## src/rtl/lcd_msg_arbiter.sv

```systemverilog
// Round-robin arbiter sharing one LCD1602 controller between N_REQ message
// sources, with duplicate-message suppression, write timeout and hold time.
module lcd_msg_arbiter #(
  parameter int N_REQ       = 3,
  parameter int MSG_W       = 4,
  parameter int HOLD_CYCLES = 4,
  parameter int TIMEOUT     = 16,
  localparam int OW         = $clog2(N_REQ)
) (
  input  logic                   clk,
  input  logic                   reset,
  input  logic [N_REQ-1:0]       req_i,
  input  logic [N_REQ*MSG_W-1:0] msg_i,
  output logic [N_REQ-1:0]       gnt_o,
  input  logic                   lcd_ready_i,
  output logic                   lcd_start_o,
  output logic [MSG_W-1:0]       lcd_msg_o,
  input  logic                   lcd_done_i,
  output logic [OW-1:0]          owner_o,
  output logic                   busy_o,
  output logic                   err_o
);

  localparam int CMAX = (TIMEOUT > HOLD_CYCLES) ? TIMEOUT : HOLD_CYCLES;
  localparam int CW   = $clog2(CMAX + 1);

  typedef enum logic [1:0] {WAIT_INIT, IDLE, WAIT_DONE, HOLD} state_t;

  state_t           state_q, state_d;
  logic [N_REQ-1:0] gnt_q, gnt_d;
  logic             start_q, start_d;
  logic [MSG_W-1:0] msg_q, msg_d;
  logic [OW-1:0]    owner_q, owner_d;
  logic             busy_q, busy_d;
  logic             err_q, err_d;
  logic             dup_q, dup_d;
  logic [CW-1:0]    cnt_q, cnt_d;

  logic [MSG_W-1:0] msg_arr [N_REQ];
  logic             win_found;
  logic [OW-1:0]    win_idx;
  logic [OW-1:0]    scan_idx;

  genvar gi;
  generate
    for (gi = 0; gi < N_REQ; gi++) begin : g_msg
      assign msg_arr[gi] = msg_i[gi*MSG_W +: MSG_W];
    end
  endgenerate

  // Scan from the farthest offset down so the nearest requester after owner wins.
  always_comb begin
    win_found = 1'b0;
    win_idx   = '0;
    scan_idx  = '0;
    for (int i = N_REQ; i >= 1; i--) begin
      scan_idx = OW'((int'(owner_q) + i) % N_REQ);
      if (req_i[scan_idx]) begin
        win_found = 1'b1;
        win_idx   = scan_idx;
      end
    end
  end

  always_comb begin
    state_d = state_q;
    gnt_d   = '0;
    start_d = 1'b0;
    msg_d   = msg_q;
    owner_d = owner_q;
    err_d   = err_q;
    dup_d   = dup_q;
    cnt_d   = cnt_q;
    if (!lcd_ready_i) begin
      state_d = WAIT_INIT;
      dup_d   = 1'b0;
      cnt_d   = '0;
    end else begin
      case (state_q)
        WAIT_INIT: state_d = IDLE;
        IDLE: begin
          if (win_found) begin
            gnt_d[win_idx] = 1'b1;
            owner_d        = win_idx;
            msg_d          = msg_arr[win_idx];
            // msg_q holds the last shown code whenever dup_q is set.
            if (!dup_q || (msg_arr[win_idx] != msg_q)) begin
              start_d = 1'b1;
              state_d = WAIT_DONE;
              cnt_d   = '0;
            end
          end
        end
        WAIT_DONE: begin
          if (lcd_done_i) begin
            dup_d   = 1'b1;
            state_d = HOLD;
            cnt_d   = '0;
          end else if (cnt_q == CW'(TIMEOUT - 1)) begin
            err_d   = 1'b1;
            dup_d   = 1'b0;
            state_d = HOLD;
            cnt_d   = '0;
          end else begin
            cnt_d = cnt_q + 1'b1;
          end
        end
        HOLD: begin
          if (cnt_q == CW'(HOLD_CYCLES - 1)) begin
            state_d = IDLE;
          end else begin
            cnt_d = cnt_q + 1'b1;
          end
        end
        default: state_d = WAIT_INIT;
      endcase
    end
    busy_d = (state_d != IDLE);
  end

  always_ff @(posedge clk or posedge reset) begin
    if (reset) begin
      state_q <= WAIT_INIT;
      gnt_q   <= '0;
      start_q <= 1'b0;
      msg_q   <= '0;
      owner_q <= OW'(N_REQ - 1);
      busy_q  <= 1'b1;
      err_q   <= 1'b0;
      dup_q   <= 1'b0;
      cnt_q   <= '0;
    end else begin
      state_q <= state_d;
      gnt_q   <= gnt_d;
      start_q <= start_d;
      msg_q   <= msg_d;
      owner_q <= owner_d;
      busy_q  <= busy_d;
      err_q   <= err_d;
      dup_q   <= dup_d;
      cnt_q   <= cnt_d;
    end
  end

  assign gnt_o       = gnt_q;
  assign lcd_start_o = start_q;
  assign lcd_msg_o   = msg_q;
  assign owner_o     = owner_q;
  assign busy_o      = busy_q;
  assign err_o       = err_q;

endmodule

```

## config.mk

```make
export PLATFORM = sky130hd
export DESIGN_NAME = lcd_msg_arbiter
export DESIGN_NICKNAME = d
export VERILOG_FILES = /design/src/rtl/lcd_msg_arbiter.sv
export SDC_FILE = /design/constraint.sdc
export NUM_CORES = 1
export LEC_CHECK = 0
export ABC_AREA = 1
export BUFFER_PORTS_ARGS = -buffer_cell sky130_fd_sc_hd__buf_4
export CAP_MARGIN = 20
export CORE_UTILIZATION = 25
export DETAILED_ROUTE_END_ITERATION = 16
export SLEW_MARGIN = 20
export SYNTH_ARGS = -nofsm -noshare
export SYNTH_HDL_FRONTEND = slang
export SYNTH_SLANG_ARGS = --single-unit
```

## constraint.sdc

```tcl
create_clock -name clk -period 2.8 [get_ports clk]
set_input_delay 0.14 -clock clk [delete_from_list [all_inputs] [get_ports clk]]
set_output_delay 0.14 -clock clk [all_outputs]
set_load 0.1 [all_outputs]
```

==> metrics.yaml, run 1 <==
synth.area.top_cells: "sky130_fd_sc_hd__dfrtp_1 33%, sky130_fd_sc_hd__nand2_1 16%, sky130_fd_sc_hd__inv_1 7.7%"
synth_most_common_cell: "sky130_fd_sc_hd__nand2_1"
cp-end-kind: "register"
worst-r2r-cell-count: 19
placement.setup.worst_slack_ns: 0.3634
grt_max_degree: 21
maxSlewHeadroom: 0.4995
ant_nets: 0
worst_slack_ns: 0.3494
final_cycle_share: 0.8752
syn-num-nets: 220
totalWireLength_mm: 3.019
rows: 26
clk_pin_slew_ns: 0.07
synth_cell_types: 23
worst_ep_arrival_time_ns: 2.65
final_hold_viol_count: 0
rrSetupSlack_ns: 0.35
worst_hold_check_path_type: "in2async"
synth_top_area_cell: "sky130_fd_sc_hd__dfrtp_1"
place.detailed.hpwl_mm: 2.447
die_w_um: 75.93
die-area_um2: 5765
cp.required_ns: 3.00
clkLatencyLatePin_ns: 0.26
grt_pass1_vias: 1185
number_of_clock_buffers_inserted_by_tritoncts: 3
dr_pass1_iterations: 4
io_pins: 31
cts_hold_buf: 0
die_boundary_height_um: 75.93
grt_antenna_before_repair: 0
rsz_0062_raised_after_global_routing: "false"
total_core_area_um2: 5172
max_cap_violations: 0
num_antenna_cells: 0
cp_launch_type: "register"
dr_total_vias: 1327
routabilityCongestion: 0.7878
min_period_ns: 2.451
track_usage: 0.1158
grt_pass1_wl_mm: 5.416
peak_fanout_along_the_critical_path: 9
synth_flop_cell: "sky130_fd_sc_hd__dfrtp_1"
number_of_buffers_inserted_by_port_buffering: 30
synth.cells.most_frequent: "57 x sky130_fd_sc_hd__nand2_1, 28 x sky130_fd_sc_hd__inv_1, 21 x sky130_fd_sc_hd__nand3_1, 18 x sky130_fd_sc_hd__dfrtp_1, 16 x sky130_fd_sc_hd__nor2_1"
syn-cell-area_um2: 1366
synth_sequential_area_ratio: 0.3681
effective_utilization_at_floorplan: 0.2642
grt_overflow: 0
yosys_register_bits: 20
synthCells: 194
final_layout_size_suffix_gt1_frac: 0.2325
timing.setup.critical_path_class: "reg2reg"
timing_max_transition_violations_final: 0
worst_pin_slew_ns: 0.7499
synth_area_per_cell_um2: 7.043
fillers: 542
post_cts.repair.setup_buffers: 0
postSynth.asyncResetShare: 1.000
ctsResizeCount: 0
post-route-util: 0.3355
warnings_synthesis: 0
max_freq_mhz: 408.1
cts.path.max_buffers: 2
fin_nets: 255
dr_iter_0_viols: 68
totalNegativeSetupSlack_ns: 0
worst_r2r_startpoint: "owner_o[1]"
cts_tree: "built"
cts-root-buf: "sky130_fd_sc_hd__clkbuf_8"
finalSetupViolations: 0
fin_skew_ns: 0.005973
detail_route.vias_per_cell: 4.453
synth_enable_flop_cells: 0
crit-reg2reg-capture: "cnt_q[3]"
remaining_drc_errors: 0
yosys.area.top_type_share: 0.3297
routedWlPerCell_um: 10.13
cts_max_level: 1
area.growth.synth_to_final_pct: 27.01
status: "finished, final reports clean"
clock_sinks: 20
[how the worst max path moves through the flow]
stage | startpoint | end
after floorplan | owner_o[1] | cnt_q[2]
after global placement | owner_o[1] | state_q[0]
after detailed placement | owner_o[1] | cnt_q[3]
after CTS | owner_o[1] | cnt_q[1]
after global routing | owner_o[1] | cnt_q[0]
final | owner_o[1] | cnt_q[3]
[state kept, by name, indices dropped and copies added, names as in the netlist]
register,cells
cnt_q,5
lcd_msg_o,4
gnt_o,3
owner_o,2
state_q,2
busy_o,1
dup_q,1
err_o,1
lcd_start_o,1
[final cells by class]
cell class / count / area [um2] / area share
Inverter: 34 / 127.6 / 0.07354
Clock buffer: 4 / 55.05 / 0.03172
Timing Repair Buffer: 30 / 225.2 / 0.1298
Tap cell: 70 / 87.58 / 0.05047
Sequential cell: 20 / 504.2 / 0.2906
Multi-Input combinational cell: 140 / 735.7 / 0.4239
[kinds of logic after synthesis]
logic type / after synthesis / share of synthesized area
xor gates and xnor gates: 1 / 0.006411
DFF: 20 / 0.3681
adders and majority gates: 7 / 0.06410
buffers and inverters: 34 / 0.09340
and+or+nand+nor: 116 / 0.4038
AOI/OAI and AO/OA: 16 / 0.06410
[cells in the final DEF (no fill, tap or decap), drive strengths merged, types with 2 or more instances in the layout]
master,synthesis,final
inv,34,34
dfrtp,18,18
buf,0,30
dfstp,2,2
nand3,21,21
nand3b,3,3
nor3,3,3
nand2,62,62
a21oi,4,4
o21ai,10,10
ha,7,7
nor2,18,18
clkbuf,0,4
nand4,8,8
[worst max-delay path, cell delays in order, from the launching register on]
cell	delay, ns
sky130_fd_sc_hd__dfstp_2	0.56
sky130_fd_sc_hd__inv_1	0.07
sky130_fd_sc_hd__ha_1	0.24
sky130_fd_sc_hd__inv_2	0.10
sky130_fd_sc_hd__nand2_1	0.05
sky130_fd_sc_hd__nand3_1	0.06
sky130_fd_sc_hd__nand2_1	0.07
sky130_fd_sc_hd__nor2_1	0.09
sky130_fd_sc_hd__nand2_1	0.09
sky130_fd_sc_hd__nand2_4	0.10
sky130_fd_sc_hd__nand2_4	0.08
sky130_fd_sc_hd__nand3b_1	0.13
sky130_fd_sc_hd__nand3_1	0.10
sky130_fd_sc_hd__nand2_1	0.07
sky130_fd_sc_hd__nand2_1	0.08
sky130_fd_sc_hd__nor2_4	0.14
sky130_fd_sc_hd__nand4_4	0.12
sky130_fd_sc_hd__nand2_4	0.12
sky130_fd_sc_hd__nand2_1	0.07
sky130_fd_sc_hd__nand2_1	0.05
[metrics by stage]
stage | cell area (um2) | std cells | hold slack, ns
finish | 1735 | 298 | 0.01219
CTS | 1735 | 298 | 0.03550
floorplan | 1368 | 194 | 0.1023
global placement | 1680 | 294 | 0.3328
global route | 1735 | 298 | 0.08811
detailed placement | 1680 | 294 | 0.3337
[metal layers]
metal / global-route usage / up-vias / wire (um) / share of wire
met5: 0 / - / 0 / 0
met4: 0.03462 / 0 / 38 / 0.013
li1: - / 687 / - / -
met3: 0.02169 / 4 / 129 / 0.043
met2: 0.1845 / 38 / 1357 / 0.45
met1: 0.1587 / 598 / 1493 / 0.49
Power of run 1 is not shown: default switching activity piles up to over one toggle a cycle in this logic, so the estimate is an artifact.
==> run 2: changes to the inputs <==
Settings changed: ABC_AREA 1 to not set, CORE_ASPECT_RATIO set to 0.7.
==> run 2 against run 1 <==
Effect of this change: the run now ends with negative setup slack left; clock skew decreased by 0.0035 ns; worst hold slack improved by 0.024 ns; synthesized cell count decreased by 16%; routed wire length increased by 26%; first-iteration DRC count increased by 29%; cell area increased by 21%; register-to-register slack got worse by 0.49 ns; setup slack got worse by 0.49 ns; critical path type unchanged; critical endpoint unchanged.
==> metrics.yaml, run 2 <==
dr_iter_0_viols: 88
number_of_buffers_inserted_by_port_buffering: 30
synth_flop_cell: "sky130_fd_sc_hd__dfrtp_1"
layout.cells.most_common_list: "43 x sky130_fd_sc_hd__buf_4, 17 x sky130_fd_sc_hd__dfrtp_1, 14 x sky130_fd_sc_hd__inv_1, 14 x sky130_fd_sc_hd__nor2_1, 8 x sky130_fd_sc_hd__nand2_1"
mostFrequentLayoutCell: "sky130_fd_sc_hd__buf_4"
synth_top_area_cell: "sky130_fd_sc_hd__dfrtp_1"
fin_skew_ns: 0.002426
post-route-util: 0.3841
cp_launch_type: "register"
dr_total_vias: 1379
effective_utilization_at_floorplan: 0.2704
totalWireLength_mm: 3.804
grt_overflow: 0
worst-r2r-cell-count: 11
worst_ep_arrival_time_ns: 3.12
total_core_area_um2: 5450
power-per-cell-area_nw_per_um2: 1342
clk_pin_slew_ns: 0.08
grt_antenna_before_repair: 0
num_antenna_cells: 0
place.detailed.hpwl_mm: 2.791
final_cell_area_um2: 2093
final_hold_viol_count: 0
die_w_um: 93.78
io_pins: 31
die-area_um2: 6212
largest_register_ff_count: 5
grt_max_degree: 21
clock_sinks: 20
final_cycle_share: 1.050
worst_r2r_startpoint: "owner_o[1]"
cts.path.max_buffers: 2
power_mw: 2.810
dr_pass1_iterations: 4
grt_pass1_vias: 1330
worst_hold_check_path_type: "in2async"
detail_route.vias_per_cell: 4.943
worst_slack_ns: -0.1390
cp.required_ns: 2.98
top_register: "cnt_q"
peak_fanout_along_the_critical_path: 6
synth.cells.most_frequent: "18 x sky130_fd_sc_hd__dfrtp_1, 17 x sky130_fd_sc_hd__inv_1, 14 x sky130_fd_sc_hd__nor2_1, 10 x sky130_fd_sc_hd__o21ai_0, 8 x sky130_fd_sc_hd__nand2_1"
cp-end-kind: "register"
crit-reg2reg-capture: "cnt_q[3]"
max_freq_mhz: 340.3
placedInstanceArea_um2: 1886
stdcell_count: 279
synth_sequential_area_ratio: 0.3413
status: "finished with violations"
synth.area.top_cells: "sky130_fd_sc_hd__dfrtp_1 31%, sky130_fd_sc_hd__ha_1 5.9%, sky130_fd_sc_hd__inv_1 4.3%"
track_usage: 0.1372
yosys_register_bits: 20
routabilityCongestion: 0.7633
timing_max_transition_violations_final: 0
postSynth.asyncResetShare: 1.000
timing.setup.critical_path_class: "reg2reg"
warnings_synthesis: 0
fillers: 558
area.growth.synth_to_final_pct: 42.02
finalSetupViolations: 8
max_cap_violations: 0
post-place-cells: 271
yosys.area.top_type_share: 0.3056
fin_nets: 234
routedWlPerCell_um: 13.63
cts-root-buf: "sky130_fd_sc_hd__clkbuf_8"
totalNegativeSetupSlack_ns: -0.7198
synth_area_per_cell_um2: 9.042
grt_pass1_wl_mm: 6.658
worst_pin_slew_ns: 0.8176
fin_hold_ws_ns: 0.03637
cts_tree: "built"
cts_max_level: 1
synth_most_common_cell: "sky130_fd_sc_hd__dfrtp_1"
min_period_ns: 2.939
rsz_0062_raised_after_global_routing: "true"
syn-num-nets: 189
sequential_cell_area_um2: 510.5
synth_enable_flop_cells: 0
die_boundary_height_um: 66.24
maxSlewHeadroom: 0.4543
syn-cell-area_um2: 1474
number_of_clock_buffers_inserted_by_tritoncts: 3
synthCells: 163
final_layout_size_suffix_gt1_frac: 0.4058
ant_nets: 0
p_leak_nw: 0.9064
multi_input_comb_area_um2: 939.7
remaining_drc_errors: 0
synth_cell_types: 51
max-vdd-ir-drop_v: 0.0007151
clkLatencyLatePin_ns: 0.26
rows: 22
violated_checks: "negative setup slack"
placement.setup.worst_slack_ns: -0.1285
rrSetupSlack_ns: -0.14
==> run 2: cell types whose count changed in the layout (fill, tap and decap cells not counted), sizes merged, moves of 4 or more <==
cell    before  now
inv         34   17
buf         30   49
mux2i        0    6
o211ai       0    4
nand2       62    8
a22oi        0    4
nand4        8    4
nand3       21    7
==> run 2: critical path: stages (launching register included) <==
cell                      delay [ns]
sky130_fd_sc_hd__dfstp_4        0.63
sky130_fd_sc_hd__buf_6          0.11
sky130_fd_sc_hd__ha_4           0.16
sky130_fd_sc_hd__buf_6          0.13
sky130_fd_sc_hd__inv_4          0.03
sky130_fd_sc_hd__a221o_1        0.34
sky130_fd_sc_hd__o22ai_4        0.17
sky130_fd_sc_hd__mux2_4         0.34
sky130_fd_sc_hd__mux2_4         0.30
sky130_fd_sc_hd__a22oi_2        0.25
sky130_fd_sc_hd__a21oi_4        0.14
sky130_fd_sc_hd__o31ai_2        0.24
==> run 2: worst max path at each step <==
stage	start	to	slack (ns)	depth (start not counted)
3_5_place_dp	owner_o[1]	cnt_q[2]	-0.13	12
6_report	owner_o[1]	cnt_q[3]	-0.14	11
4_1_cts	owner_o[1]	cnt_q[2]	-0.1	11
5_1_grt	owner_o[1]	cnt_q[3]	-0.25	11
2_1_floorplan	owner_o[1]	cnt_q[0]	-0.16	10
3_3_place_gp	owner_o[1]	cnt_q[2]	-0.09	10
==> run 2: repair_timing <==
item | CTS | global route
pin swaps | 7 | 2
hold endpoints to repair | 0 | 0
resized for setup | 21 | 2
buffers inserted | 2 | 1
hold buffers | 0 | 0
endpoints found under the setup margin | 8 | 12
gates cloned | 1 | 0
==> run 2: cells by family (layout without fill, tap and decap cells) <==
kind of cell / Yosys count / in the layout / synth area share
and+or+nand+nor: 56 / 56 / 0.2046
AOI/OAI and AO/OA: 45 / 45 / 0.2445
buffers and inverters: 26 / 70 / 0.08659
DFF: 20 / 20 / 0.3413
muxes: 9 / 9 / 0.06367
adders and majority gates: 7 / 7 / 0.05942
==> run 2: layout make-up <==
cell class                 count  share of cell area
tap                           72             0.04304
inverter                      17             0.03168
timing repair buffer          49              0.1984
clock buffer                   3             0.01973
clock inverter                 1             0.01435
sequential                    20              0.2439
multi-input combinational    117              0.4489
==> run 2: report_power, final <==
part / switching [mW] / leakage, nW / internal [mW]
clock network: 0.105 / 0.0357 / 0.191
registers: 0.0761 / 0.256 / 0.382
logic: 1.22 / 0.614 / 0.834
==> run 2: layer usage <==
layer | vias up | global-route usage | routed length, um
li1 | 686 | - | -
met1 | 650 | 0.2021 | 2048
met2 | 41 | 0.2007 | 1534
met3 | 2 | 0.03793 | 209
met4 | 0 | 0.01731 | 11
met5 | - | 0 | 0
No activity file was read; power rests on OpenSTA's default activity.
